==> src/rtl/multicycle_controller_pkg.sv <==
// Shared definitions for the multicycle controller and its datapath.
// Contents: FSM state enumeration, ResultSrc encodings, ALUControl and
// FPUControl code constants, the multiply MulOp pattern, and the packed
// control word that the FSM registers and drives onto its output ports.
package multicycle_controller_pkg;

  typedef enum logic [3:0] {
    FETCH, DECODE, MEMADR, MEMRD, MEMWB, MEMWR, EXECR, EXECI,
    MULEX, ALUWB, BRANCH, FPUEX, FPUWB
  } state_t;

  // ResultSrc encodings
  localparam logic [1:0] RS_ALU = 2'b00;
  localparam logic [1:0] RS_MEM = 2'b01;
  localparam logic [1:0] RS_PC  = 2'b10;
  localparam logic [1:0] RS_FPU = 2'b11;

  // ALUControl codes
  localparam logic [2:0] ALU_ADD   = 3'b000;
  localparam logic [2:0] ALU_SUB   = 3'b001;
  localparam logic [2:0] ALU_AND   = 3'b010;
  localparam logic [2:0] ALU_ORR   = 3'b011;
  localparam logic [2:0] ALU_MUL   = 3'b100;
  localparam logic [2:0] ALU_UMULL = 3'b101;
  localparam logic [2:0] ALU_SMULL = 3'b110;

  // FPUControl codes (taken straight from Funct[2:1])
  localparam logic [1:0] FPU_ADD = 2'b00;
  localparam logic [1:0] FPU_SUB = 2'b01;
  localparam logic [1:0] FPU_MUL = 2'b10;
  localparam logic [1:0] FPU_DIV = 2'b11;

  // Instruction bits [7:4] that mark a multiply
  localparam logic [3:0] MULOP_MUL = 4'b1001;

  typedef struct packed {
    logic       ir_write;
    logic       adr_src;
    logic       alu_src_a;
    logic       next_pc;
    logic       branch;
    logic       reg_w;
    logic       mem_w;
    logic       mul_write;
    logic       fpu_start;
    logic       fpu_timeout;
    logic [1:0] alu_src_b;
    logic [1:0] result_src;
    logic [1:0] imm_src;
    logic [1:0] reg_src;
    logic [2:0] alu_control;
    logic [1:0] flag_w;
    logic [1:0] fpu_control;
    logic [1:0] fpu_flag_w;
  } ctrl_t;

  // Control word of the FETCH state, loaded by reset.
  localparam ctrl_t CTRL_FETCH = '{ir_write: 1'b1, next_pc: 1'b1, alu_src_a: 1'b1,
                                   alu_src_b: 2'b10, result_src: RS_PC, default: '0};

endpackage

==> src/rtl/multicycle_controller_alu_decoder.sv <==
// alu_decoder: combinational Funct/MulOp table.
// Ports:
//   funct      in  6  instruction bits [25:20]
//   mul_op     in  4  instruction bits [7:4]
//   is_mul     out 1  data-processing encoding is a multiply
//   dp_alu     out 3  ALUControl for data-processing (EXECR/EXECI)
//   dp_flag_w  out 2  FlagW for data-processing
//   mul_alu    out 3  ALUControl for multiplies (MULEX)
//   mul_flag_w out 2  FlagW for the final MULEX cycle
module alu_decoder
  import multicycle_controller_pkg::*;
(
  input  logic [5:0] funct,
  input  logic [3:0] mul_op,
  output logic       is_mul,
  output logic [2:0] dp_alu,
  output logic [1:0] dp_flag_w,
  output logic [2:0] mul_alu,
  output logic [1:0] mul_flag_w
);

  always_comb begin
    case (funct[4:1])
      4'b0100: dp_alu = ALU_ADD;
      4'b0010: dp_alu = ALU_SUB;
      4'b0000: dp_alu = ALU_AND;
      4'b1100: dp_alu = ALU_ORR;
      default: dp_alu = ALU_ADD;
    endcase
    // C/V flags only make sense for add/subtract.
    dp_flag_w = {funct[0], funct[0] & ((dp_alu == ALU_ADD) | (dp_alu == ALU_SUB))};

    case (funct[3:1])
      3'b000:  mul_alu = ALU_MUL;
      3'b100:  mul_alu = ALU_UMULL;
      3'b110:  mul_alu = ALU_SMULL;
      default: mul_alu = ALU_MUL;
    endcase
    mul_flag_w = {funct[0], 1'b0};

    is_mul = ~funct[5] & (mul_op == MULOP_MUL);
  end

endmodule

==> src/rtl/multicycle_controller.sv <==
// multicycle_controller: Moore control FSM for a multicycle ARM-style core
// with a multi-cycle multiplier and an FPU handshake.
// Ports:
//   clk, reset (sync, active-high), Op[1:0], Funct[5:0], Rd[3:0], MulOp[3:0],
//   FPUDone (single-cycle pulse)
//   Outputs: IRWrite, AdrSrc, ALUSrcA, NextPC, Branch, RegW, MemW, MulWrite,
//   FPUStart, FPUTimeout, ALUSrcB[1:0], ResultSrc[1:0], ImmSrc[1:0],
//   RegSrc[1:0], ALUControl[2:0], FlagW[1:0], FPUControl[1:0], FPUFlagW[1:0],
//   state_dbg[3:0] (current FSM state, for observation only)
// FPU handshake: FPUStart is high only in the first FPUEX cycle; the FSM waits
// in FPUEX until FPUDone is sampled high on a rising edge. FPUTimeout is high
// in the FPU_TIMEOUT-th FPUEX cycle; if FPUDone is sampled at the end of that
// same cycle, FPUWB still wins, otherwise the FSM returns to FETCH.
module multicycle_controller
  import multicycle_controller_pkg::*;
#(
  parameter int MUL_CYCLES  = 3,
  parameter int FPU_TIMEOUT = 16
) (
  input  logic       clk,
  input  logic       reset,
  input  logic [1:0] Op,
  input  logic [5:0] Funct,
  input  logic [3:0] Rd,
  input  logic [3:0] MulOp,
  input  logic       FPUDone,
  output logic       IRWrite,
  output logic       AdrSrc,
  output logic       ALUSrcA,
  output logic       NextPC,
  output logic       Branch,
  output logic       RegW,
  output logic       MemW,
  output logic       MulWrite,
  output logic       FPUStart,
  output logic       FPUTimeout,
  output logic [1:0] ALUSrcB,
  output logic [1:0] ResultSrc,
  output logic [1:0] ImmSrc,
  output logic [1:0] RegSrc,
  output logic [2:0] ALUControl,
  output logic [1:0] FlagW,
  output logic [1:0] FPUControl,
  output logic [1:0] FPUFlagW,
  output logic [3:0] state_dbg
);

  localparam logic [3:0] MUL_LOAD  = 4'(MUL_CYCLES - 1);
  localparam logic [7:0] FPU_LIMIT = 8'(FPU_TIMEOUT);

  state_t     state, nxt;
  logic [3:0] mul_cnt, mul_nxt;   // MULEX cycles left after the current one
  logic [7:0] fpu_cnt, fpu_nxt;   // 1-based index of the current FPUEX cycle
  logic       from_mul, from_mul_nxt;
  ctrl_t      ctrl_q, ctrl_d, ctrl_o;

  logic       is_mul;
  logic [2:0] dp_alu, mul_alu;
  logic [1:0] dp_flag_w, mul_flag_w;

  alu_decoder u_alu_decoder (
    .funct      (Funct),
    .mul_op     (MulOp),
    .is_mul     (is_mul),
    .dp_alu     (dp_alu),
    .dp_flag_w  (dp_flag_w),
    .mul_alu    (mul_alu),
    .mul_flag_w (mul_flag_w)
  );

  // Next state and counters, then the control word of that next state, so
  // the outputs are registered together with the state they belong to.
  always_comb begin
    nxt          = state;
    mul_nxt      = mul_cnt;
    fpu_nxt      = fpu_cnt;
    from_mul_nxt = from_mul;
    case (state)
      FETCH: nxt = DECODE;
      DECODE: begin
        from_mul_nxt = 1'b0;
        case (Op)
          2'b00: begin
            if (is_mul) begin
              nxt          = MULEX;
              mul_nxt      = MUL_LOAD;
              from_mul_nxt = 1'b1;
            end else if (Funct[5]) begin
              nxt = EXECI;
            end else begin
              nxt = EXECR;
            end
          end
          2'b01: nxt = MEMADR;
          2'b10: nxt = BRANCH;
          default: begin
            nxt     = FPUEX;
            fpu_nxt = 8'd1;
          end
        endcase
      end
      MEMADR:       nxt = Funct[0] ? MEMRD : MEMWR;
      MEMRD:        nxt = MEMWB;
      EXECR, EXECI: nxt = ALUWB;
      MULEX: begin
        if (mul_cnt == 4'd0) nxt = ALUWB;
        else                 mul_nxt = mul_cnt - 4'd1;
      end
      FPUEX: begin
        if (FPUDone)                   nxt = FPUWB;
        else if (fpu_cnt == FPU_LIMIT) nxt = FETCH;
        else                           fpu_nxt = fpu_cnt + 8'd1;
      end
      ALUWB: begin
        nxt          = FETCH;
        from_mul_nxt = 1'b0;
      end
      default: nxt = FETCH;
    endcase

    ctrl_d = '0;
    case (nxt)
      FETCH: ctrl_d = CTRL_FETCH;
      DECODE: begin
        ctrl_d.alu_src_a  = 1'b1;
        ctrl_d.alu_src_b  = 2'b10;
        ctrl_d.result_src = RS_PC;
      end
      MEMADR: begin
        ctrl_d.alu_src_b = 2'b01;
        ctrl_d.imm_src   = 2'b01;
        ctrl_d.reg_src   = 2'b10;
      end
      MEMRD: ctrl_d.adr_src = 1'b1;
      MEMWB: begin
        ctrl_d.reg_w      = 1'b1;
        ctrl_d.result_src = RS_MEM;
      end
      MEMWR: begin
        ctrl_d.adr_src = 1'b1;
        ctrl_d.mem_w   = 1'b1;
        ctrl_d.reg_src = 2'b10;
      end
      EXECR, EXECI: begin
        ctrl_d.alu_src_b   = (nxt == EXECI) ? 2'b01 : 2'b00;
        ctrl_d.alu_control = dp_alu;
        ctrl_d.flag_w      = dp_flag_w;
      end
      MULEX: begin
        ctrl_d.alu_control = mul_alu;
        if (mul_nxt == 4'd0) ctrl_d.flag_w = mul_flag_w;
      end
      ALUWB: begin
        ctrl_d.reg_w      = 1'b1;
        ctrl_d.result_src = RS_ALU;
        ctrl_d.mul_write  = from_mul_nxt;
        // A write to R15 from a normal ALU op is a jump.
        ctrl_d.next_pc    = ~from_mul_nxt & (Rd == 4'hF);
      end
      BRANCH: begin
        ctrl_d.branch     = 1'b1;
        ctrl_d.alu_src_b  = 2'b01;
        ctrl_d.result_src = RS_PC;
        ctrl_d.imm_src    = 2'b10;
        ctrl_d.reg_src    = 2'b01;
      end
      FPUEX: begin
        ctrl_d.fpu_start   = (fpu_nxt == 8'd1);
        ctrl_d.fpu_timeout = (fpu_nxt == FPU_LIMIT);
        ctrl_d.fpu_control = Funct[2:1];
      end
      FPUWB: begin
        ctrl_d.reg_w      = 1'b1;
        ctrl_d.result_src = RS_FPU;
        ctrl_d.fpu_flag_w = {Funct[0], 1'b0};
      end
      default: ctrl_d = '0;
    endcase
  end

  always_ff @(posedge clk) begin
    if (reset) begin
      state    <= FETCH;
      mul_cnt  <= 4'd0;
      fpu_cnt  <= 8'd0;
      from_mul <= 1'b0;
      ctrl_q   <= CTRL_FETCH;
    end else begin
      state    <= nxt;
      mul_cnt  <= mul_nxt;
      fpu_cnt  <= fpu_nxt;
      from_mul <= from_mul_nxt;
      ctrl_q   <= ctrl_d;
    end
  end

  // Outputs are forced low for as long as reset is held; the register already
  // holds the FETCH word, so the first cycle after release drives FETCH.
  assign ctrl_o = reset ? '0 : ctrl_q;

  assign IRWrite    = ctrl_o.ir_write;
  assign AdrSrc     = ctrl_o.adr_src;
  assign ALUSrcA    = ctrl_o.alu_src_a;
  assign NextPC     = ctrl_o.next_pc;
  assign Branch     = ctrl_o.branch;
  assign RegW       = ctrl_o.reg_w;
  assign MemW       = ctrl_o.mem_w;
  assign MulWrite   = ctrl_o.mul_write;
  assign FPUStart   = ctrl_o.fpu_start;
  assign FPUTimeout = ctrl_o.fpu_timeout;
  assign ALUSrcB    = ctrl_o.alu_src_b;
  assign ResultSrc  = ctrl_o.result_src;
  assign ImmSrc     = ctrl_o.imm_src;
  assign RegSrc     = ctrl_o.reg_src;
  assign ALUControl = ctrl_o.alu_control;
  assign FlagW      = ctrl_o.flag_w;
  assign FPUControl = ctrl_o.fpu_control;
  assign FPUFlagW   = ctrl_o.fpu_flag_w;
  assign state_dbg  = state;

endmodule
==> config.mk <==
export PLATFORM = sky130hd
export DESIGN_NAME = multicycle_controller
export DESIGN_NICKNAME = d
export VERILOG_FILES = /design/src/rtl/multicycle_controller_pkg.sv /design/src/rtl/multicycle_controller_alu_decoder.sv /design/src/rtl/multicycle_controller.sv
export SDC_FILE = /design/constraint.sdc
export NUM_CORES = 1
export LEC_CHECK = 0
export ABC_CLOCK_PERIOD_IN_PS = 2200
export BUFFER_PORTS_ARGS = -buffer_cell sky130_fd_sc_hd__buf_4
export CORE_MARGIN = 5
export CORE_UTILIZATION = 49
export DETAILED_ROUTE_END_ITERATION = 12
export PLACE_DENSITY_LB_ADDON = 0.12
export SYNTH_ARGS = -nofsm -noshare
export SYNTH_HDL_FRONTEND = slang
export SYNTH_SLANG_ARGS = --single-unit
==> constraint.sdc <==
create_clock -name clk -period 2.2 [get_ports clk]
set_input_delay 0.22 -clock clk [delete_from_list [all_inputs] [get_ports clk]]
set_output_delay 0.22 -clock clk [all_outputs]
set_load 0.05 [all_outputs]
# Word level (Yosys, flattened, before mapping)
# Cells that the tools add are included.
dict set report op_classes {
  n_reduce_logical 19
  n_bitwise 9
  n_eq_ne 32
  add_sub_neg 2
  muxes 36
}
# operator n
set ops {}
lappend ops {{$eq A4 B4 Y1 const B} 11}
lappend ops {{$mux W4} 7}
lappend ops {{$pmux W4 S7} 1}
lappend ops {{$mux W27} 1}
lappend ops {{$eq A4 B3 Y1 const B} 6}
lappend ops {{$mux W8} 3}
lappend ops {{$eq A4 B2 Y1 const B} 5}
lappend ops {{$logic_not A4 Y1} 5}
lappend ops {{$pmux W2 S3} 3}
lappend ops {{$reduce_or A2 Y1} 9}
lappend ops {{$eq A8 B5 Y1 const B} 2}
lappend ops {{$pmux W8 S2} 1}
lappend ops {{$pmux W2 S2} 3}
lappend ops {{$pmux W4 S3} 1}
lappend ops {{$mux W1} 10}
lappend ops {{$pmux W5 S2} 1}
lappend ops {{$reduce_or A3 Y1} 3}
lappend ops {{$add A8 B1 Y8 const B} 1}
lappend ops {{$eq A4 B1 Y1 const B} 2}
lappend ops {{$eq A8 B1 Y1 const B} 1}
lappend ops {{$pmux W4 S2} 1}
lappend ops {{$eq A3 B3 Y1 const B} 2}
lappend ops {{$not A1 Y1} 5}
lappend ops {{$eq A2 B1 Y1 const B} 2}
lappend ops {{other kinds (9)} 12}
dict set report word_totals {
  register_bits 44
  elab_cells 121
  out_inout_bits 31
  input_bits 19
}

# Depth between registers and ports, before layout
# Gate-level depths: netlist (run 1).
dict set report depth {
  ltp_word 8
  ltp_mapped 9
  mapped_depth_nobuf 8
}

# Cells and area by module
# From an unflattened synthesis (run 1), not the netlist that was laid out.
dict set report hier_totals {
  hier_cells 279
  area_unflattened_um2 2502.4
}
# module cells_each seq_area_each_um2 n_inst area_each_um2
set modules_own_cells {}
lappend modules_own_cells {multicycle_controller 262 800.8 1 2379.8}
lappend modules_own_cells {alu_decoder 17 0.0 1 122.6}

# Least setup slack after synthesis (run 1)
# OpenSTA, ideal clock, no wires.
dict set report synth_timing {
  kind {reg-to-reg}
  startpoint {reg state[0] (netlist: state_dbg[0])}
  endpoint {reg ctrl_q[14] (netlist name)}
  t_arrival_ns 2.224
  slack_ns -0.144
  period_less_slack_ns 2.344
  setup_time_ns 0.119
  stages_incl_launch_ff 8
  t_required_ns 2.081
  path_cell_list {dfxtp_1 > nor4b_4 > nand2_1 > o32a_1 > buf_2 > nor4b_4 > a21o_1 > o21bai_1}
}
dict set report synth_via {
  elab_chain_cells 6
}
# item line
set synth_rtl {}
lappend synth_rtl {{start: declaration} multicycle_controller.sv:51} ;# state_t state, nxt;
lappend synth_rtl {{start signal: assignment} multicycle_controller.sv:189} ;# state <= nxt;
lappend synth_rtl {{$eq A4 B3 Y1 or $mux W4 (tied branches)} {multicycle_controller.sv:78, multicycle_controller.sv:111}}
lappend synth_rtl {{$reduce_or A2 Y1 or $mux W4 (tied branches)} {multicycle_controller.sv:78, multicycle_controller.sv:110}}
lappend synth_rtl {{$pmux W4 S7 (*)} multicycle_controller.sv:78} ;# case (state)
lappend synth_rtl {{$eq A4 B4 Y1, or another cell as far along} multicycle_controller.sv:122} ;# case (nxt)
lappend synth_rtl {{$reduce_or A3 Y1 (no source line)} --}
lappend synth_rtl {{$pmux W2 S3 (*)} multicycle_controller.sv:122}
lappend synth_rtl {{end signal: assignment} multicycle_controller.sv:193} ;# ctrl_q <= ctrl_d;
lappend synth_rtl {{end: declaration} multicycle_controller.sv:55} ;# ctrl_t ctrl_q, ctrl_d, ctrl_o;
# Every way passes the cells marked *; elsewhere a longest branch is shown, timed or not.
# A chain may end at the register's enable or synchronous reset.

# Final worst setup path (run 1)
dict set report layout_timing {
  startpoint {reg state[1] (netlist: state_dbg[1])}
  endpoint {reg ctrl_q[6] (netlist name)}
}
dict set report layout_via {
  elab_chain_cells 6
}
# item line
set layout_rtl {}
lappend layout_rtl {{$eq A4 B3 Y1 or $mux W4 (tied branches)} {multicycle_controller.sv:78, multicycle_controller.sv:111}}
lappend layout_rtl {{$reduce_or A2 Y1 or $mux W4 (tied branches)} {multicycle_controller.sv:78, multicycle_controller.sv:110}}
lappend layout_rtl {{$pmux W4 S7 (*)} multicycle_controller.sv:78}
lappend layout_rtl {{$eq A4 B3 Y1} multicycle_controller.sv:122}
lappend layout_rtl {{$reduce_or A2 Y1} multicycle_controller.sv:122}
lappend layout_rtl {{$pmux W5 S2 (*)} multicycle_controller.sv:122}
# Marks and branches as above.

==> qor.txt, run 1 <==
Status - finished clean
Clk sinks - 43
WS Path Type - flip-flop to flip-flop
Post-synth EDFFs - 0
Most frequent cells in the layout - buf_4 (72), dfxtp_1 (38), nor2b_1 (31)
Residual DRC - 0
CP Launch Point - state_dbg[1]
Worst reg2reg startpoint - state_dbg[1]
Placed instance count - 405
Vias in the first global route - 2,052
Mapped cell area - 0.00243 mm²
Latest clock arrival within the worst-skew pair - 0.30 ns
Fin Clk Skew - 0.0109 ns
Slew Viols, Final - 0
Post-synth top flop - dfxtp_1
Cell count of the worst reg-to-reg path - 6
Place WS - 0.0865 ns
Crit path capture type - flip-flop
Worst-path clk slew - 0.08 ns
Least-Margin Pin Slew - 0.534 ns
Final Non-Filler Cells - 414
Hold crit path type - input pin to flip-flop
Post-synth cell types - 65
Fillers - 401
Fmax - 478 MHz
Drt wl/cell - 14.0 µm
Root buffer cell - clkbuf_8
Die Y - 80.4 µm
Ant diodes - 0
Slowest-stage cell, CP - a2111oi_4
CTS tree - built
WL final - 5820 µm
Area growth, synth to finish - 28.5%
Vias/cell - 5.38
IO Port Bufs - 48
Worst EP arrival - 2.33 ns
Finished Core Util - 65.6%
Commonest non-fill, non-tap cell in the layout - buf_4
Die ar. - 0.00646 mm²
Final worst setup slack - 0.110 ns
Ratio of cells with drive above 1 in the final layout - 31.7%
Die span in x - 80.4 µm
Hold Buf Count CTS - 0
Remaining Overflow, GRT - 0
Yosys reg bits - 43
Worst-path fanout max - 8
Net Count, Synth - 305
Global-route wire length before repair - 9580 µm
Asr flop ratio synth - 0%
CP required - 2.44 ns
Initial core utilization - 51.1%
Fin crit period - 2.09 ns
Slowest stage delay, CP - 0.46 ns
Via count - 2,227
Hold WS - 0.147 ns
Setup TNS - 0 ns
Drt pass-1 iters - 4
Sequential fraction of the synthesis area - 35.4%
Relative slew margins - 64.4%
Max cap viols - 0
Hold_sp - Funct[1]
Yosys warning total - 0
First DRT Iteration DRCs - 91
Post-route ant nets - 0
Syn Area/Cell - 8.64 µm²
Routability cong. - 0.917
Clock Path Buffers - 2
Top Ports - 50
Tot GR Track Use - 18.8%
Maximum vdd drop - 257 µV
CTS buffer count - 5
Final hold vios - 0
Final Net Count - 370
Number of H-tree levels - 2
RSZ-0062 raised after global routing - yes
Placeable core area - 0.00475 mm²
Lkg Pwr - 0.00135 µW
Final HPWL DP - 4420 µm
CP bufs+invs - 1
Hold Crit Depth - 2
Endpoints failing setup - 0
Pwr/cell area - 649 mW/mm²
CP top delay family - compound AO/OA/AOI/OAI gates
Period Utilization, post-route - 95.0%
Synth Instances - 281
Critical Path Stages - 6
Row count - 25
CP cell instances - buf_4, or3_1, o22a_1, a2111oi_4, a21boi_2, a31o_1
Largest net degree at the start of global routing - 53
Initial antenna violation count - 0
Crit path launch type - flip-flop
## area by class of cell
class	instances	area, µm²	share of cell area (%)
flip-flops and latches	43	867	27.8
clock inverters	2	12.5	0.401
well taps	67	83.8	2.69
multi-input cells	216	1510	48.5
clock buffers	6	72.6	2.33
repair buffers	72	541	17.3
inverters	8	30.0	0.962
## cell usage after synthesis, types with 5 or more instances
cell / number / area [µm²]
dfxtp_1: 43 / 861
nor2b_1: 31 / 194
nor2_1: 26 / 97.6
nand2_1: 24 / 90.1
a21oi_1: 16 / 80.1
o21ai_0: 10 / 50.1
inv_1: 8 / 30.0
nand3_1: 8 / 40.0
and2_1: 6 / 37.5
clkbuf_1: 6 / 22.5
nor3_1: 6 / 30.0
a211oi_1: 5 / 37.5
buf_2: 5 / 25.0
ha_1: 5 / 62.6
nand2b_1: 5 / 31.3
## metrics by stage
step | total power (µW) | instance area [µm²]
after global placement | 1520 | 2980
final | 2030 | 3120
after global routing | 2130 | 3120
after floorplan | 1300 | 2430
after CTS | 2010 | 3060
after detailed placement | 1530 | 2980
## power breakdown
group	switching (µW)	internal, µW
Combinational	402	267
Clock	271	222
Sequential	33.6	829
Total	707	1320
## worst paths after layout
kind                 to  slack (ns)
min           ctrl_q[2]        0.15
min reg2reg  mul_cnt[0]        0.54
max reg2reg   ctrl_q[6]        0.11
max           ctrl_q[6]        0.11
## cell families after synthesis
logic type | Yosys count | share of synthesized area, %
adder cells (fa/ha/maj) | 5 | 2.58
XOR/XNOR | 3 | 1.08
AND/OR/NAND/NOR | 143 | 36.6
multiplexers | 2 | 0.876
flip-flops | 43 | 35.4
buffers and inverters | 22 | 4.17
AO/OA/AOI/OAI | 62 | 19.1
other | 1 | 0.154
## registers in the layout (all words and copies together), names as in the netlist
signal     cells
ctrl_q        26
fpu_cnt        8
from_mul       1
mul_cnt        4
state_dbg      4
## metal layers
layer	GRT usage (%)	routed length, µm	up-vias
li1	-	-	1130
met1	25.3	2820	1033
met2	30.0	2620	57
met3	4.04	285	7
met4	5.74	87	0
met5	0	0	-
## repair_timing
item	CTS	global route
buffers inserted	0	1
endpoints found under the hold margin	0	0
setup endpoints to repair	0	11
resized for setup	0	14
## worst register-to-register path, stage by stage, from the launching register on
cell and delay (ns):
dfxtp_2 0.38, buf_4 0.18, or3_1 0.40, o22a_1 0.29, a2111oi_4 0.46, a21boi_2 0.22
a31o_1 0.11
Note: power is estimated with default switching activity, not from simulation.
==> run 2, diff against run 1 <==
Settings changed: CTS_BUF_LIST from default to sky130_fd_sc_hd__clkbuf_8 sky130_fd_sc_hd__clkbuf_16.
==> run 2 against run 1 <==
Register-to-register slack about the same. Global-route usage unchanged. Combinational power about the same. Sequential power about the same. Sequential share of layout area unchanged. Via count up 0.13%. Die area unchanged. First-iteration DRC count up 1.1%. Worst hold slack about the same. Critical path depth unchanged. Final cell count unchanged. Power down 0.22%. Critical endpoint unchanged.
==> qor.txt, run 2 (synthesis gave the netlist of run 1 again) <==
Initial core utilization - 51.1% (unchanged)
WL final - 5820 µm (about the same)
Crit path launch type - flip-flop (unchanged)
GR Layer Usage met1 - 25.3% (unchanged)
Maximum vdd drop - 253 µV (was 257 µV)
Worst reg2reg startpoint - state_dbg[1] (unchanged)
Final hold vios - 0 (unchanged)
Die span in x - 80.4 µm (unchanged)
Clk sinks - 43 (unchanged)
Vias in the first global route - 2,052 (unchanged)
Max cap viols - 0 (unchanged)
Hold crit path type - input pin to flip-flop (unchanged)
Register with the most flip-flops - ctrl_q (unchanged)
Placed instance count - 405 (unchanged)
Final Net Count - 370 (unchanged)
Final worst setup slack - 0.110 ns (about the same)
Busiest layer in global routing - met2 (unchanged)
Endpoints failing setup - 0 (unchanged)
Most frequent cells in the layout - buf_4 (72), dfxtp_1 (38), nor2b_1 (31) (unchanged)
Period Utilization, post-route - 95.0% (about the same)
Fillers - 401 (unchanged)
Met2 global-route usage - 30.0% (unchanged)
Lkg Pwr - 0.00135 µW (about the same)
Worst-path fanout max - 8 (unchanged)
Initial antenna violation count - 0 (unchanged)
Worst EP arrival - 2.33 ns (about the same)
Drt wl/cell - 14.1 µm (was 14.0 µm)
Latest clock arrival within the worst-skew pair - 0.30 ns (about the same)
IO Port Bufs - 48 (unchanged)
Remaining Overflow, GRT - 0 (unchanged)
First DRT Iteration DRCs - 92 (was 91)
Commonest non-fill, non-tap cell in the layout - buf_4 (unchanged)
Top flop regs - ctrl_q x26, fpu_cnt x8 (unchanged)
Via count - 2,230 (was 2,227)
RSZ-0062 raised after global routing - yes (unchanged)
WS Path Type - flip-flop to flip-flop (unchanged)
Max reg flops - 26 (unchanged)
Ant diodes - 0 (unchanged)
Status - finished clean (unchanged)
Largest net degree at the start of global routing - 53 (unchanged)
Drt pass-1 iters - 4 (unchanged)
Final Non-Filler Cells - 414 (unchanged)
Global-route wire length before repair - 9580 µm (unchanged)
Number of H-tree levels - 2 (unchanged)
Fin Clk Skew - 0.0109 ns (unchanged)
Die ar. - 0.00646 mm² (unchanged)
Residual DRC - 0 (unchanged)
Root buffer cell - clkbuf_8 (unchanged)
Crit path capture type - flip-flop (unchanged)
CTS buffer count - 5 (unchanged)
Final HPWL DP - 4420 µm (unchanged)
Hold_sp - Funct[1] (unchanged)
Slew Viols, Final - 0 (unchanged)
Routability cong. - 0.917 (unchanged)
Relative slew margins - 64.4% (about the same)
Area growth, synth to finish - 28.5% (unchanged)
Grt met3 use - 4.04% (unchanged)
Clock Path Buffers - 2 (unchanged)
Die Y - 80.4 µm (unchanged)
Row count - 25 (unchanged)
Worst-path clk slew - 0.08 ns (about the same)
CP required - 2.44 ns (about the same)
Post-route ant nets - 0 (unchanged)
Fmax - 478 MHz (about the same)
CTS tree - built (unchanged)
Pwr/cell area - 648 mW/mm² (was 649 mW/mm²)
Hold Buf Count CTS - 0 (unchanged)
CP Launch Point - state_dbg[1] (unchanged)
Vias/cell - 5.39 (was 5.38)
Least-Margin Pin Slew - 0.533 ns (was 0.534 ns)
Place WS - 0.0865 ns (unchanged)
Top Ports - 50 (unchanged)
Fin crit period - 2.09 ns (about the same)
Placeable core area - 0.00475 mm² (unchanged)
Tot GR Track Use - 18.8% (unchanged)
Ratio of cells with drive above 1 in the final layout - 31.7% (unchanged)
==> run 2: path summary, 6_finish.rpt <==
kind	endpoint	slack, ns	depth (start not counted)
hold / removal	ctrl_q[2]	0.15	2
setup / recovery	ctrl_q[6]	0.11	6
setup reg to reg	ctrl_q[6]	0.11	6
hold reg to reg	mul_cnt[0]	0.54	2
==> run 2: power breakdown <==
part	internal, µW	switching [µW]	total (µW)	leakage, µW
registers	829	33.6	863	0.000351
clock network	217	271	489	0.0000453
logic	267	402	670	0.000957
total	1310	707	2020	0.00135
==> run 2: worst max-delay path, stage by stage (launching register included) <==
cell and delay, ns:
dfxtp_2 0.38, buf_4 0.18, or3_1 0.40, o22a_1 0.29, a2111oi_4 0.46, a21boi_2 0.22, a31o_1 0.11
==> run 2: final cells by class <==
| class | count | area, µm² | area share (%) |
|---|---|---|---|
| timing repair buffer | 72 | 541 | 17.3 |
| clock inverter | 3 | 16.3 | 0.521 |
| inverter | 8 | 30.0 | 0.962 |
| clock buffer | 5 | 68.8 | 2.21 |
| multi-input combinational | 216 | 1510 | 48.5 |
| sequential | 43 | 867 | 27.8 |
| tap | 67 | 83.8 | 2.69 |
==> run 2: repair_timing <==
action,CTS,global route
buffers inserted,0,1
gates resized for setup,0,14
setup endpoints to repair,0,11
==> run 2: routing by layer <==
layer / part of all wire (%) / up-vias
li1: - / 1130
met1: 48 / 1034
met2: 45 / 59
met3: 5.0 / 7
met4: 1.5 / 0
met5: 0 / -
==> run 2: metrics by stage <==
| step | power (µW) | utilization (%) | cell area, µm² | hold WS [ns] | TNS [ns] |
|---|---|---|---|---|---|
| 5_1_grt | 2130 | 65.6 | 3120 | 0.161 | -0.0342 |
| 6_report | 2020 | 65.6 | 3120 | 0.147 | 0 |
| 3_3_place_gp | 1520 | 62.6 | 2980 | 0.452 | 0 |
| 2_1_floorplan | 1300 | - | 2430 | 0.308 | 0 |
| 3_5_place_dp | 1530 | 62.6 | 2980 | 0.454 | 0 |
| 4_1_cts | 2010 | 64.4 | 3060 | 0.145 | 0 |
==> run 3, diff against run 2 <==
Settings changed: CORE_ASPECT_RATIO from default to 1.2, CORE_UTILIZATION 49 to 45.
==> run 3 against run 2 <==
Largest cell class unchanged. Design area rose by 3.6%. Clock power up 25%. Worst setup slack gained 0.0010 ns. Combinational power up 1%. Worst hold slack better by 0.0093 ns. Flip-flop and latch count did not move. Clock-buffer cell count stayed put. Global-route usage fell by 0.95 points. Final cell count up 1.7%. Highest routed layer unchanged. First-iteration DRC count rose by 28%. Utilization fell by 4.2 points.
==> qor.txt, run 3 (synthesis gave the netlist of run 1 again) <==
Status - finished clean (unchanged)
Initial antenna violation count - 0 (unchanged)
Worst reg2reg startpoint - fpu_cnt[1] (was state_dbg[1])
Via count - 2,295 (was 2,230)
Clk sinks - 43 (unchanged)
Hold Crit Depth - 2 (unchanged)
Row count - 29 (was 25)
Max reg flops - 26 (unchanged)
Register-to-Register Setup Slack - 0.11 ns (about the same)
Latest clock arrival within the worst-skew pair - 0.29 ns (was 0.30 ns)
Initial core utilization - 46.2% (was 51.1%)
CTS buffer count - 5 (unchanged)
Finished Core Util - 61.5% (was 65.6%)
Pwr/cell area - 666 mW/mm² (was 648 mW/mm²)
Reg-to-Reg End - ctrl_q[6] (unchanged)
Number of H-tree levels - 2 (unchanged)
First DRT Iteration DRCs - 118 (was 92)
Top flop regs - ctrl_q x26, fpu_cnt x8 (unchanged)
Lkg Pwr - 0.00142 µW (was 0.00135 µW)
Fin Clk Skew - 0.00871 ns (was 0.0109 ns)
Ant diodes - 0 (unchanged)
Period Utilization, post-route - 95.0% (about the same)
Root buffer cell - clkbuf_8 (unchanged)
Cell count of the worst reg-to-reg path - 9 (was 6)
Vias/cell - 5.45 (was 5.39)
Hold crit path type - input pin to flip-flop (unchanged)
Hold Crit Endpoint - ctrl_q[3] (was ctrl_q[2])
Drt pass-1 iters - 4 (unchanged)
Slew Viols, Final - 0 (unchanged)
Least-Margin Pin Slew - 0.507 ns (was 0.533 ns)
Register with the most flip-flops - ctrl_q (unchanged)
Routability cong. - 0.880 (was 0.917)
Placeable core area - 0.00526 mm² (was 0.00475 mm²)
Fmax - 479 MHz (was 478 MHz)
Largest net degree at the start of global routing - 34 (was 53)
Final hold vios - 0 (unchanged)
Maximum vdd drop - 293 µV (was 253 µV)
WS Path Type - flip-flop to flip-flop (unchanged)
Residual DRC - 0 (unchanged)
Remaining Overflow, GRT - 0 (unchanged)
Busiest layer in global routing - met2 (unchanged)
Grt met3 use - 3.89% (was 4.04%)
Place WS - 0.00712 ns (was 0.0865 ns)
Top Ports - 50 (unchanged)
Crit path capture type - flip-flop (unchanged)
Die span in x - 77.1 µm (was 80.4 µm)
Tot GR Track Use - 17.9% (was 18.8%)
Pwr Total - 2160 µW (was 2020 µW)
Endpoints failing setup - 0 (unchanged)
Worst-path clk slew - 0.09 ns (was 0.08 ns)
Die ar. - 0.00697 mm² (was 0.00646 mm²)
Hold Buf Count CTS - 0 (unchanged)
Final worst setup slack - 0.111 ns (was 0.110 ns)
Commonest non-fill, non-tap cell in the layout - buf_4 (unchanged)
Worst EP arrival - 2.33 ns (about the same)
Met2 global-route usage - 29.8% (was 30.0%)
Ratio of cells with drive above 1 in the final layout - 34.8% (was 31.7%)
WL final - 6080 µm (was 5820 µm)
Fin crit period - 2.09 ns (about the same)
Relative slew margins - 66.1% (was 64.4%)
Crit path launch type - flip-flop (unchanged)
Final Net Count - 382 (was 370)
Drt wl/cell - 14.4 µm (was 14.1 µm)
GR Layer Usage met1 - 21.7% (was 25.3%)
Worst-path fanout max - 5 (was 8)
CP required - 2.44 ns (about the same)
Most frequent cells in the layout - buf_4 (84), dfxtp_1 (37), nor2b_1 (31) (was buf_4 (72), dfxtp_1 (38), nor2b_1 (31))
Clock Path Buffers - 2 (unchanged)
Max cap viols - 0 (unchanged)
CTS tree - built (unchanged)
Post-route ant nets - 0 (unchanged)
Final HPWL DP - 4630 µm (was 4420 µm)
Hold_sp - Funct[2] (was Funct[1])
IO Port Bufs - 48 (unchanged)
Global-route wire length before repair - 10,300 µm (was 9580 µm)
Die Y - 90.5 µm (was 80.4 µm)
Vias in the first global route - 2,176 (was 2,052)
Area growth, synth to finish - 33.2% (was 28.5%)
run 3: cell count changes in the layout (fill, tap and decap cells not counted), sizes merged:
cell / delta
inv: -1
clkinv: +1
buf: +12
clkinvlp: -1
bufinv: +1
run 3: per-layer routing:
layer,up-vias,wire (µm)
met5,-,0
met2,49,3040
met4,0,204
met1,1075,2620
li1,1153,-
met3,18,220
run 3: what timing repair did:
action / 4_1_cts / 5_1_grt
setup endpoints to repair: 0 / 13
setup buffers: 0 / 7
gates resized for setup: 0 / 19
run 3: how the worst max path moves through the flow:
stage | start | end | slack, ns | cells past startpoint
floorplan | state_dbg[2] | ctrl_q[21] | 0.006 | 7
global placement | Op[0] | ctrl_q[15] | 0.06 | 9
detailed placement | Op[1] | ctrl_q[15] | 0.007 | 9
CTS | mul_cnt[0] | ctrl_q[15] | 0.02 | 8
global route | fpu_cnt[1] | ctrl_q[6] | -0.02 | 9
finish | fpu_cnt[1] | ctrl_q[6] | 0.11 | 9
run 3: area by class of cell:
type                       instances  area (µm²)
clock buffer                       5        68.8
sequential                        43         868
timing repair buffer              84         631
fill                             477        2030
tap                               62        77.6
multi-input combinational        216        1520
clock inverter                     3        43.8
inverter                           8        30.0
run 3: per-stage QoR:
step	area (µm²)	setup TNS (ns)	cells	hold WS (ns)
floorplan	2430	0	281	0.308
global placement	3020	0	406	0.458
detailed placement	3020	0	406	0.464
CTS	3130	0	414	0.153
global route	3230	-0.0200	421	0.145
finish	3230	0	421	0.157
run 3: worst max-delay path, cell delays in order, from the launching register on:
cell and delay, ns:
dfxtp_2 0.33, inv_2 0.07, ha_4 0.13, nor4b_4 0.28, buf_4 0.19, a21o_4 0.14, nand3_4 0.10, a2111oi_4 0.46
a21boi_2 0.22, a31o_1 0.10
run 3: power by group:
group,internal (µW),switching [µW],total (µW)
Sequential,829,33.3,863
Combinational,280,400,680
Clock,338,275,613
